===== src/rtl/aes_spi_pkg.sv =====
// Shared types and constants for the AES SPI slave front end.
package aes_spi_pkg;

  typedef enum logic [1:0] {
    ST_IDLE  = 2'd0,
    ST_RECV  = 2'd1,
    ST_ISSUE = 2'd2,
    ST_WAIT  = 2'd3
  } state_t;

  localparam int FRAME_BITS = 256;
  localparam int BLK_BITS   = 128;
  // One extra count above a full frame marks "too long" and saturates there
  localparam int CNT_W      = $clog2(FRAME_BITS + 2);
  localparam logic [CNT_W-1:0] CNT_MAX = CNT_W'(FRAME_BITS + 1);

  function automatic logic [CNT_W-1:0] cnt_inc(input logic [CNT_W-1:0] cnt);
    return (cnt == CNT_MAX) ? cnt : cnt + {{(CNT_W-1){1'b0}}, 1'b1};
  endfunction

endpackage


===== src/rtl/spi_edge_sync.sv =====
// Synchroniser for one SPI pin: delayed level plus registered rise/fall pulses.
module spi_edge_sync #(
  parameter int   SYNC_STAGES = 2,
  parameter logic RESET_VAL   = 1'b0
) (
  input  logic clk,
  input  logic rst,
  input  logic pin,
  output logic level,
  output logic rise,
  output logic fall
);

  logic [SYNC_STAGES-1:0] sync_r;
  logic                   level_r;
  logic                   rise_r;
  logic                   fall_r;

  // Sync chain; level and edge pulses come out together, SYNC_STAGES+1 cycles after the pin
  always_ff @(posedge clk or posedge rst) begin
    if (rst) begin
      sync_r  <= {SYNC_STAGES{RESET_VAL}};
      level_r <= RESET_VAL;
      rise_r  <= 1'b0;
      fall_r  <= 1'b0;
    end else begin
      sync_r  <= {sync_r[SYNC_STAGES-2:0], pin};
      level_r <= sync_r[SYNC_STAGES-1];
      rise_r  <= sync_r[SYNC_STAGES-1] & ~level_r;
      fall_r  <= ~sync_r[SYNC_STAGES-1] & level_r;
    end
  end

  assign level = level_r;
  assign rise  = rise_r;
  assign fall  = fall_r;

endmodule


===== src/rtl/aes_spi_slave.sv =====
// SPI slave front end for the AES core: 256-bit command frame in, ciphertext out on MISO.
// Optional AES_SPI_KEY_CACHE_EN: accept 128-bit plaintext-only frames reusing the last key.
module aes_spi_slave
  import aes_spi_pkg::*;
#(
  parameter int DATA_W      = BLK_BITS,
  parameter int KEY_W       = BLK_BITS,
  parameter int SYNC_STAGES = 2
) (
  input  logic              clk,
  input  logic              rst,
  input  logic              cs_n,
  input  logic              sclk,
  input  logic              mosi,
  output logic              miso,
  output logic              blk_valid,
  input  logic              blk_ready,
  output logic [DATA_W-1:0] blk_data,
  output logic [KEY_W-1:0]  blk_key,
  input  logic              res_valid,
  input  logic [DATA_W-1:0] res_data,
  output logic              busy,
  output logic              frame_err
);

  localparam int FRAME_W = DATA_W + KEY_W;
  localparam logic [CNT_W-1:0] FULL_CNT = CNT_W'(FRAME_W);
`ifdef AES_SPI_KEY_CACHE_EN
  localparam logic [CNT_W-1:0] HALF_CNT = CNT_W'(DATA_W);
`endif

  logic sclk_rise_s, sclk_fall_s, sclk_level_unused_s;
  logic cs_rise_s, cs_fall_s, cs_level_unused_s;
  logic mosi_level_s, mosi_rise_unused_s, mosi_fall_unused_s;

  spi_edge_sync #(.SYNC_STAGES(SYNC_STAGES), .RESET_VAL(1'b0)) u_sync_sclk (
    .clk(clk), .rst(rst), .pin(sclk),
    .level(sclk_level_unused_s), .rise(sclk_rise_s), .fall(sclk_fall_s)
  );

  spi_edge_sync #(.SYNC_STAGES(SYNC_STAGES), .RESET_VAL(1'b1)) u_sync_cs (
    .clk(clk), .rst(rst), .pin(cs_n),
    .level(cs_level_unused_s), .rise(cs_rise_s), .fall(cs_fall_s)
  );

  spi_edge_sync #(.SYNC_STAGES(SYNC_STAGES), .RESET_VAL(1'b0)) u_sync_mosi (
    .clk(clk), .rst(rst), .pin(mosi),
    .level(mosi_level_s), .rise(mosi_rise_unused_s), .fall(mosi_fall_unused_s)
  );

  state_t              state_r;
  logic [FRAME_W-1:0]  rx_r;
  logic [DATA_W-1:0]   tx_r;
  logic [DATA_W-1:0]   res_r;
  logic [CNT_W-1:0]    cnt_r;
  logic                frame_act_r;
  logic                ovr_r;
  logic                miso_r;
  logic                blk_valid_r;
  logic [DATA_W-1:0]   blk_data_r;
  logic [KEY_W-1:0]    blk_key_r;
  logic                busy_r;
  logic                frame_err_r;

  // Frame shifting and the IDLE/RECV/ISSUE/WAIT control, all outputs registered
  always_ff @(posedge clk or posedge rst) begin
    if (rst) begin
      state_r     <= ST_IDLE;
      rx_r        <= {FRAME_W{1'b0}};
      tx_r        <= {DATA_W{1'b0}};
      res_r       <= {DATA_W{1'b0}};
      cnt_r       <= {CNT_W{1'b0}};
      frame_act_r <= 1'b0;
      ovr_r       <= 1'b0;
      miso_r      <= 1'b0;
      blk_valid_r <= 1'b0;
      blk_data_r  <= {DATA_W{1'b0}};
      blk_key_r   <= {KEY_W{1'b0}};
      busy_r      <= 1'b0;
      frame_err_r <= 1'b0;
    end else begin
      frame_err_r <= 1'b0;
      if (cs_fall_s) begin
        frame_act_r <= 1'b1;
        cnt_r       <= {CNT_W{1'b0}};
        if (state_r == ST_IDLE) begin
          state_r <= ST_RECV;
          busy_r  <= 1'b1;
          ovr_r   <= 1'b0;
          tx_r    <= res_r;
          miso_r  <= res_r[DATA_W-1];
        end else begin
          // Overrun: the frame is clocked through but never issued, and MISO stays quiet
          ovr_r  <= 1'b1;
          tx_r   <= {DATA_W{1'b0}};
          miso_r <= 1'b0;
        end
      end else if (frame_act_r && sclk_rise_s) begin
        rx_r  <= {rx_r[FRAME_W-2:0], mosi_level_s};
        cnt_r <= cnt_inc(cnt_r);
      end else if (frame_act_r && sclk_fall_s) begin
        tx_r   <= {tx_r[DATA_W-2:0], 1'b0};
        miso_r <= tx_r[DATA_W-2];
      end else if (frame_act_r && cs_rise_s) begin
        frame_act_r <= 1'b0;
        tx_r        <= {DATA_W{1'b0}};
        miso_r      <= 1'b0;
        if (ovr_r) begin
          frame_err_r <= 1'b1;
        end else if (cnt_r == FULL_CNT) begin
          blk_data_r  <= rx_r[FRAME_W-1:KEY_W];
          blk_key_r   <= rx_r[KEY_W-1:0];
          blk_valid_r <= 1'b1;
          state_r     <= ST_ISSUE;
`ifdef AES_SPI_KEY_CACHE_EN
        end else if (cnt_r == HALF_CNT) begin
          blk_data_r  <= rx_r[DATA_W-1:0];
          blk_valid_r <= 1'b1;
          state_r     <= ST_ISSUE;
`endif
        end else begin
          frame_err_r <= 1'b1;
          busy_r      <= 1'b0;
          state_r     <= ST_IDLE;
        end
      end else begin
        frame_act_r <= frame_act_r;
      end

      case (state_r)
        ST_ISSUE: begin
          if (blk_ready) begin
            blk_valid_r <= 1'b0;
            state_r     <= ST_WAIT;
          end else begin
            blk_valid_r <= 1'b1;
          end
        end
        ST_WAIT: begin
          if (res_valid) begin
            res_r   <= res_data;
            busy_r  <= 1'b0;
            state_r <= ST_IDLE;
          end else begin
            res_r <= res_r;
          end
        end
        default: begin
        end
      endcase
    end
  end

  assign miso      = miso_r;
  assign blk_valid = blk_valid_r;
  assign blk_data  = blk_data_r;
  assign blk_key   = blk_key_r;
  assign busy      = busy_r;
  assign frame_err = frame_err_r;

endmodule


===== config.mk =====
export PLATFORM = sky130hd
export DESIGN_NAME = aes_spi_slave
export DESIGN_NICKNAME = d
export VERILOG_FILES = /design/src/rtl/aes_spi_pkg.sv /design/src/rtl/spi_edge_sync.sv /design/src/rtl/aes_spi_slave.sv
export SDC_FILE = /design/constraint.sdc
export NUM_CORES = 1
export LEC_CHECK = 0
export ABC_AREA = 1
export BUFFER_PORTS_ARGS = -buffer_cell sky130_fd_sc_hd__buf_4
export CELL_PAD_IN_SITES_DETAIL_PLACEMENT = 2
export CELL_PAD_IN_SITES_GLOBAL_PLACEMENT = 2
export CORE_MARGIN = 10
export CORE_UTILIZATION = 39
export CTS_CLUSTER_SIZE = 30
export DETAILED_ROUTE_END_ITERATION = 7
export GPL_ROUTABILITY_DRIVEN = 1
export HOLD_SLACK_MARGIN = 0.08
export PLACE_DENSITY_LB_ADDON = 0.1
export SYNTH_ARGS = -nofsm -noshare
export SYNTH_HDL_FRONTEND = slang
export SYNTH_SLANG_ARGS = --single-unit

===== constraint.sdc =====
create_clock -name clk -period 62.7 [get_ports clk]
set_input_delay 15.675 -clock clk [delete_from_list [all_inputs] [get_ports clk]]
set_output_delay 15.675 -clock clk [all_outputs]
set_load 0.02 [all_outputs]

; ---- Word level (Yosys, flattened, before mapping)
; Index checks and enable logic that the tools add are counted.
[op_classes]
reduce_logical = 16
addsub = 1
n_eq_ne = 11
n_bitwise = 12
muxes = 50
[op_table]
columns = op, n
row1 = $mux 127, 5
row2 = $mux 1, 32
row3 = $mux 9, 3
row4 = $eq 9x9->1 const B, 2
row5 = $mux 2, 9
row6 = $ne 2x1->1 const B, 6
row7 = $reduce_and 6->1, 2
row8 = $add 9x1->9 const B, 1
row9 = $not 1->1, 8
row10 = $reduce_and 2->1, 4
row11 = $reduce_bool 2->1, 4
row12 = $and 1x1->1, 4
row13 = $eq 2x2->1 const B, 2
row14 = $pmux 2 s2, 1
row15 = $logic_and 1x1->1, 3
row16 = $reduce_and 3->1, 1
row17 = $reduce_bool 3->1, 1
row18 = $logic_not 2->1, 1
row19 = $ne 2x2->1 const B, 1
[word_totals]
register_bits = 797

; ---- Longest topological paths before layout
[logic_depth]
word_depth = 9
mapped_depth = 9

; ---- By module
; From an unflattened synthesis, not the netlist that was laid out.
[unflattened]
cells_unflattened = 3070
hier_area_um2 = 31749.2
[modules_own_cells]
columns = mod, n_inst, cells_per_inst, area_each_um2
row1 = aes_spi_slave, 1, 3040, 31313.8
row2 = spi_edge_sync (u_sync_mosi ...), 2, 10, 143.9
row3 = spi_edge_sync (u_sync_cs), 1, 10, 147.6

; ---- Worst setup path before layout
; Ideal clock, no wire load.
[synth_path]
path_type = in2reg
startpoint = input port res_valid
endpoint = register res_r[107]
arrival_time_ns = 16.445
path_buffers = 2
required_time_ns = 62.617
setup_slack_ns = 46.172
cell_stages = 6
path_cell_list = nand3_1 inv_1 buf_2 buf_1 nand2_1 o21ai_0
[synth_via]
elab_chain_cells = 1
[synth_rtl]
columns = element, line
row1 = start: declaration, aes_spi_slave.sv:20  ; input logic res_valid,
row2 = $reduce_and 2->1 (no line), n/a
row3 = end signal: assignment, aes_spi_slave.sv:71  ; res_r <= {DATA_W{1'b0}};
row4 = end signal: assignment, aes_spi_slave.sv:141  ; res_r <= res_data;
row5 = end signal: assignment, aes_spi_slave.sv:145  ; res_r <= res_r;
row6 = end: declaration, aes_spi_slave.sv:54  ; logic [DATA_W-1:0] res_r;
; Every way passes these cells.
; A chain may end at the register's enable or synchronous reset.

==> summary.txt <==
Worst setup path
  • Startpoint types: primary input
  • Kind of critical path: primary input to async pin
  • CP bufs+invs: 5
  • Worst endpoint required time: 63,290 ps
  • Critical-path cell list: buf_4, inv_8, buf_4, buf_4, buf_12
  • Delay-heaviest family, CP: buffers and inverters
  • Crit-path max cell delay: 750 ps
  • Most Frequent Cell on Critical Path: buf_4
  • Slowest CP cell: buf_4
  • CP arrival: 18,830 ps
  • Critical path endpoint category: async pin
  • Crit path max fanout: roughly 180

STA
  • Final-report max-slew violation count: 0
  • Final period utilization: 29.1%
  • Setup TNS: 0 ps
  • RSZ-0062 raised after global routing: false
  • Clk_skew: 23.4 ps
  • Slew margin rel.: 12.8%
  • Achievable frequency: 54.8 MHz
  • Final Hold Viols: 0
  • Tmin final: approximately 18,000 ps
  • Final setup vio count: 0
  • PnR worst setup slack: 44,470 ps
  • Worst-margin pin slew: approximately 1300 ps

Power and ir drop
  • Power density over the cells: 33.0 nW/µm²
  • PnR Total Power: 1.25 mW
  • Combinational cell fraction of total power: 10.5%
  • Sequential power share: 46.8%
  • Clk pwr share: a little over two fifths
  • Sw Share: 26.0%
  • Static Leak: 17.5 nW
  • Internal: 0.928 mW
  • Reported net switching power: 0.325 mW
  • Worst VDD drop: 0.0200 mV

Clock tree
  • Post-CTS setup buffer count: 0
  • Num Clock Sinks: approximately 800
  • Worst-path clk slew: 60 ps
  • Later-pin clock latency in the skew report: between 600 and 700 ps
  • Post_cts resized: 0
  • Root Driver: clkbuf_16
  • CTS Buf Count: 86
  • CTS Hold Bufs: 0
  • Htree depth: 3
  • TritonCTS clock tree: built
  • Clk buf depth: 3

Place
  • Final HPWL DP: between 60,000 and 70,000 µm
  • Routability cong.: 0.762
  • Post-Place Cell Area: about 35,000 µm²
  • Port buffer count: a little under 400
  • Dpl ws: 43,690 ps

Logic synthesis
  • Post-Syn Area: around 32,000 µm²
  • FFs w/ async S/R, synth: 100%
  • Post-Synth Adder-Cell Area: 0.119%
  • Register area share after synthesis: 63.0%
  • Yosys warnings: 0
  • Syn Inst Count: 3,324
  • Syn_area_per_cell: approximately 9.5 µm²
  • Flops & latches, synth: around 800
  • Prevailing post-synth register cell: dfrtp_1
  • Post-synth cell types: 27
  • Post-synthesis mux area share: 0%
  • Post-synth top cells: nand2_1, dfrtp_1, o21ai_0
  • Synth Area in Simple Gates: roughly 11%
  • Xor-xnor portion of the synthesized cell area: 0.0830%
  • Largest cells by area after synthesis: dfrtp_1, nand2_1, o21ai_0, inv_1, o21ai_2
  • Top-count cell post-synth: nand2_1
  • Post-synthesis compound-gate area fraction: between 15 and 20%
  • Largest family of logic cells by synthesized area: compound AO/OA/AOI/OAI gates
  • Top cell type's share of synthesized area: a little over three fifths
  • Post-synth EDFFs: 0
  • Area leader, netlist: dfrtp_1
  • Synth Net Count: 3,462

Layout
  • Final nets: between 3,000 and 4,000
  • Design Area, Final: around 38,000 µm²
  • Filler cells: 8,478
  • Layout area overhead: 19.9%
  • Final core occ: 47.2%
  • Ratio of cells with drive above 1 in the final layout: 18.1%

Die
  • I/O pins: 395
  • Die width: 305 µm
  • Die Footprint: 92,900 µm²
  • # rows: 104
  • Core area: 80,400 µm²
  • Starting Density: 39.3%
  • Die Height: 305 µm

Route
  • Routed wire length: 94,600 µm
  • DRC Markers: 0
  • Vias per cell: 4.99
  • First-pass iteration count of the detailed router: 4
  • Vias post-DR: 23,700
  • Initial DRC Count: 1,111
  • Per-cell routed wire length: 19.9 µm
  • Antenna-violating nets left: 0

Global route
  • Global-route wire length before repair: approximately 150,000 µm
  • Total gr overflow: 0
  • Largest net degree at the start of global routing: 295
  • Met1 Use GR: roughly a quarter
  • Initial antenna violation count: 1
  • Top Usage Layer GRT: met2
  • GR Util met2: a little over a third
  • Global-route usage over all layers: 20.2%
  • Vias in the first global route: 27,500
  • Global Route met3 Usage: 3.75%

Run
  • Max Cap Viol: 0

Outcome
  • Status: finished clean

Min path
  • Min-Delay Path Class: flip-flop to flip-flop
[worst reg2reg max path, cell delays in order, from the launching register on]
cell and delay [ps]:
dfrtp_1 540, inv_2 230, nand3_1 160, nor2_2 70, nand3_4 300, buf_4 790, buf_4 870, buf_4 990
nand2_1 290, o21ai_2 110
[final cells by class]
| cell class | instances | area, µm² | area share, % |
|---|---|---|---|
| sequential | 797 | 19900 | 52.6 |
| multi-input combinational | 1810 | 8560 | 22.6 |
| timing repair buffer | 418 | 3160 | 8.34 |
| clock buffer | 128 | 2590 | 6.84 |
| inverter | 519 | 1960 | 5.17 |
| tap | 1060 | 1330 | 3.50 |
| clock inverter | 25 | 377 | 0.993 |
| antenna | 1 | 2.50 | 0.00660 |
[kinds of logic (layout without fill, tap and decap cells)]
group,count (synthesis),after routing
AND/OR/NAND/NOR,914,914
AO/OA/AOI/OAI,890,890
flip-flops,797,797
buffers and inverters,717,1090
adder cells (fa/ha/maj),3,3
XOR/XNOR,3,3
other,0,1
[cells in the final DEF (no fill, tap or decap)]
master and instances:
nand2_1 862, dfrtp_1 794, o21ai_0 559, inv_1 515
buf_4 416, o21ai_1 115, o22ai_1 110, o21ai_2 101
clkbuf_16 89, nor2_1 26, clkbuf_8 22, clkbuf_1 17
nand3_1 16, clkinv_2 13, bufinv_16 9, nand3_4 3
a21oi_1 3, nor3_1 3, xor2_1 3, ha_1 3
dfstp_2 3, inv_6 2, inv_2 2, clkinv_8 2
buf_12 2, diode_2 1, nand2_2 1, nor2_4 1
a31oi_4 1, nor2_2 1, nand4_1 1, inv_8 1
a21boi_0 1
[power groups by stage]
stage	clock network [mW]	logic (mW)	registers [mW]
2_1_floorplan	0	0.0927	0.591
3_3_place_gp	0	0.122	0.593
3_5_place_dp	0	0.131	0.595
4_1_cts	0.550	0.135	0.587
5_1_grt	0.571	0.155	0.592
6_report	0.535	0.131	0.586
[flip-flops by register name (all words and copies together) (netlist names), 2 cells and up]
register,cells
rx_r,256
blk_data,128
blk_key,128
res_r,128
tx_r,127
cnt_r,9
state_r,2
u_sync_cs.sync_r,2
u_sync_mosi.sync_r,2
u_sync_sclk.sync_r,2
[path summary, 6_finish.rpt]
check                                      start               endpoint  slack (ps)  cells past startpoint
min                        u_sync_sclk.sync_r[0]  u_sync_sclk.sync_r[1]         350                      0
max reg2reg                       u_sync_cs.fall            blk_key[89]       58280                      9
max in group clk                       res_valid              res_r[91]       45330                      6
min reg2reg                u_sync_sclk.sync_r[0]  u_sync_sclk.sync_r[1]         350                      0
min in group asynchronous                    rst              res_r[99]       15170                      2
max                                          rst            blk_key[35]       44470                      5
[per-layer routing]
| metal | wire length (µm) | part of all wire (%) | vias up |
|---|---|---|---|
| met4 | 2840 | 3.0 | 0 |
| met5 | 0 | 0 | - |
| met1 | 39100 | 41 | 12200 |
| met2 | 48800 | 52 | 377 |
| li1 | - | - | 11000 |
| met3 | 3790 | 4.0 | 141 |
[stage by stage]
step / hold WS (ps) / std cells
6_report: 351 / 4758
5_1_grt: 357 / 4758
4_1_cts: 353 / 4757
3_5_place_dp: 337 / 4604
3_3_place_gp: 336 / 4604
2_1_floorplan: 331 / 3324
Note: power is estimated with default switching activity, not from simulation.
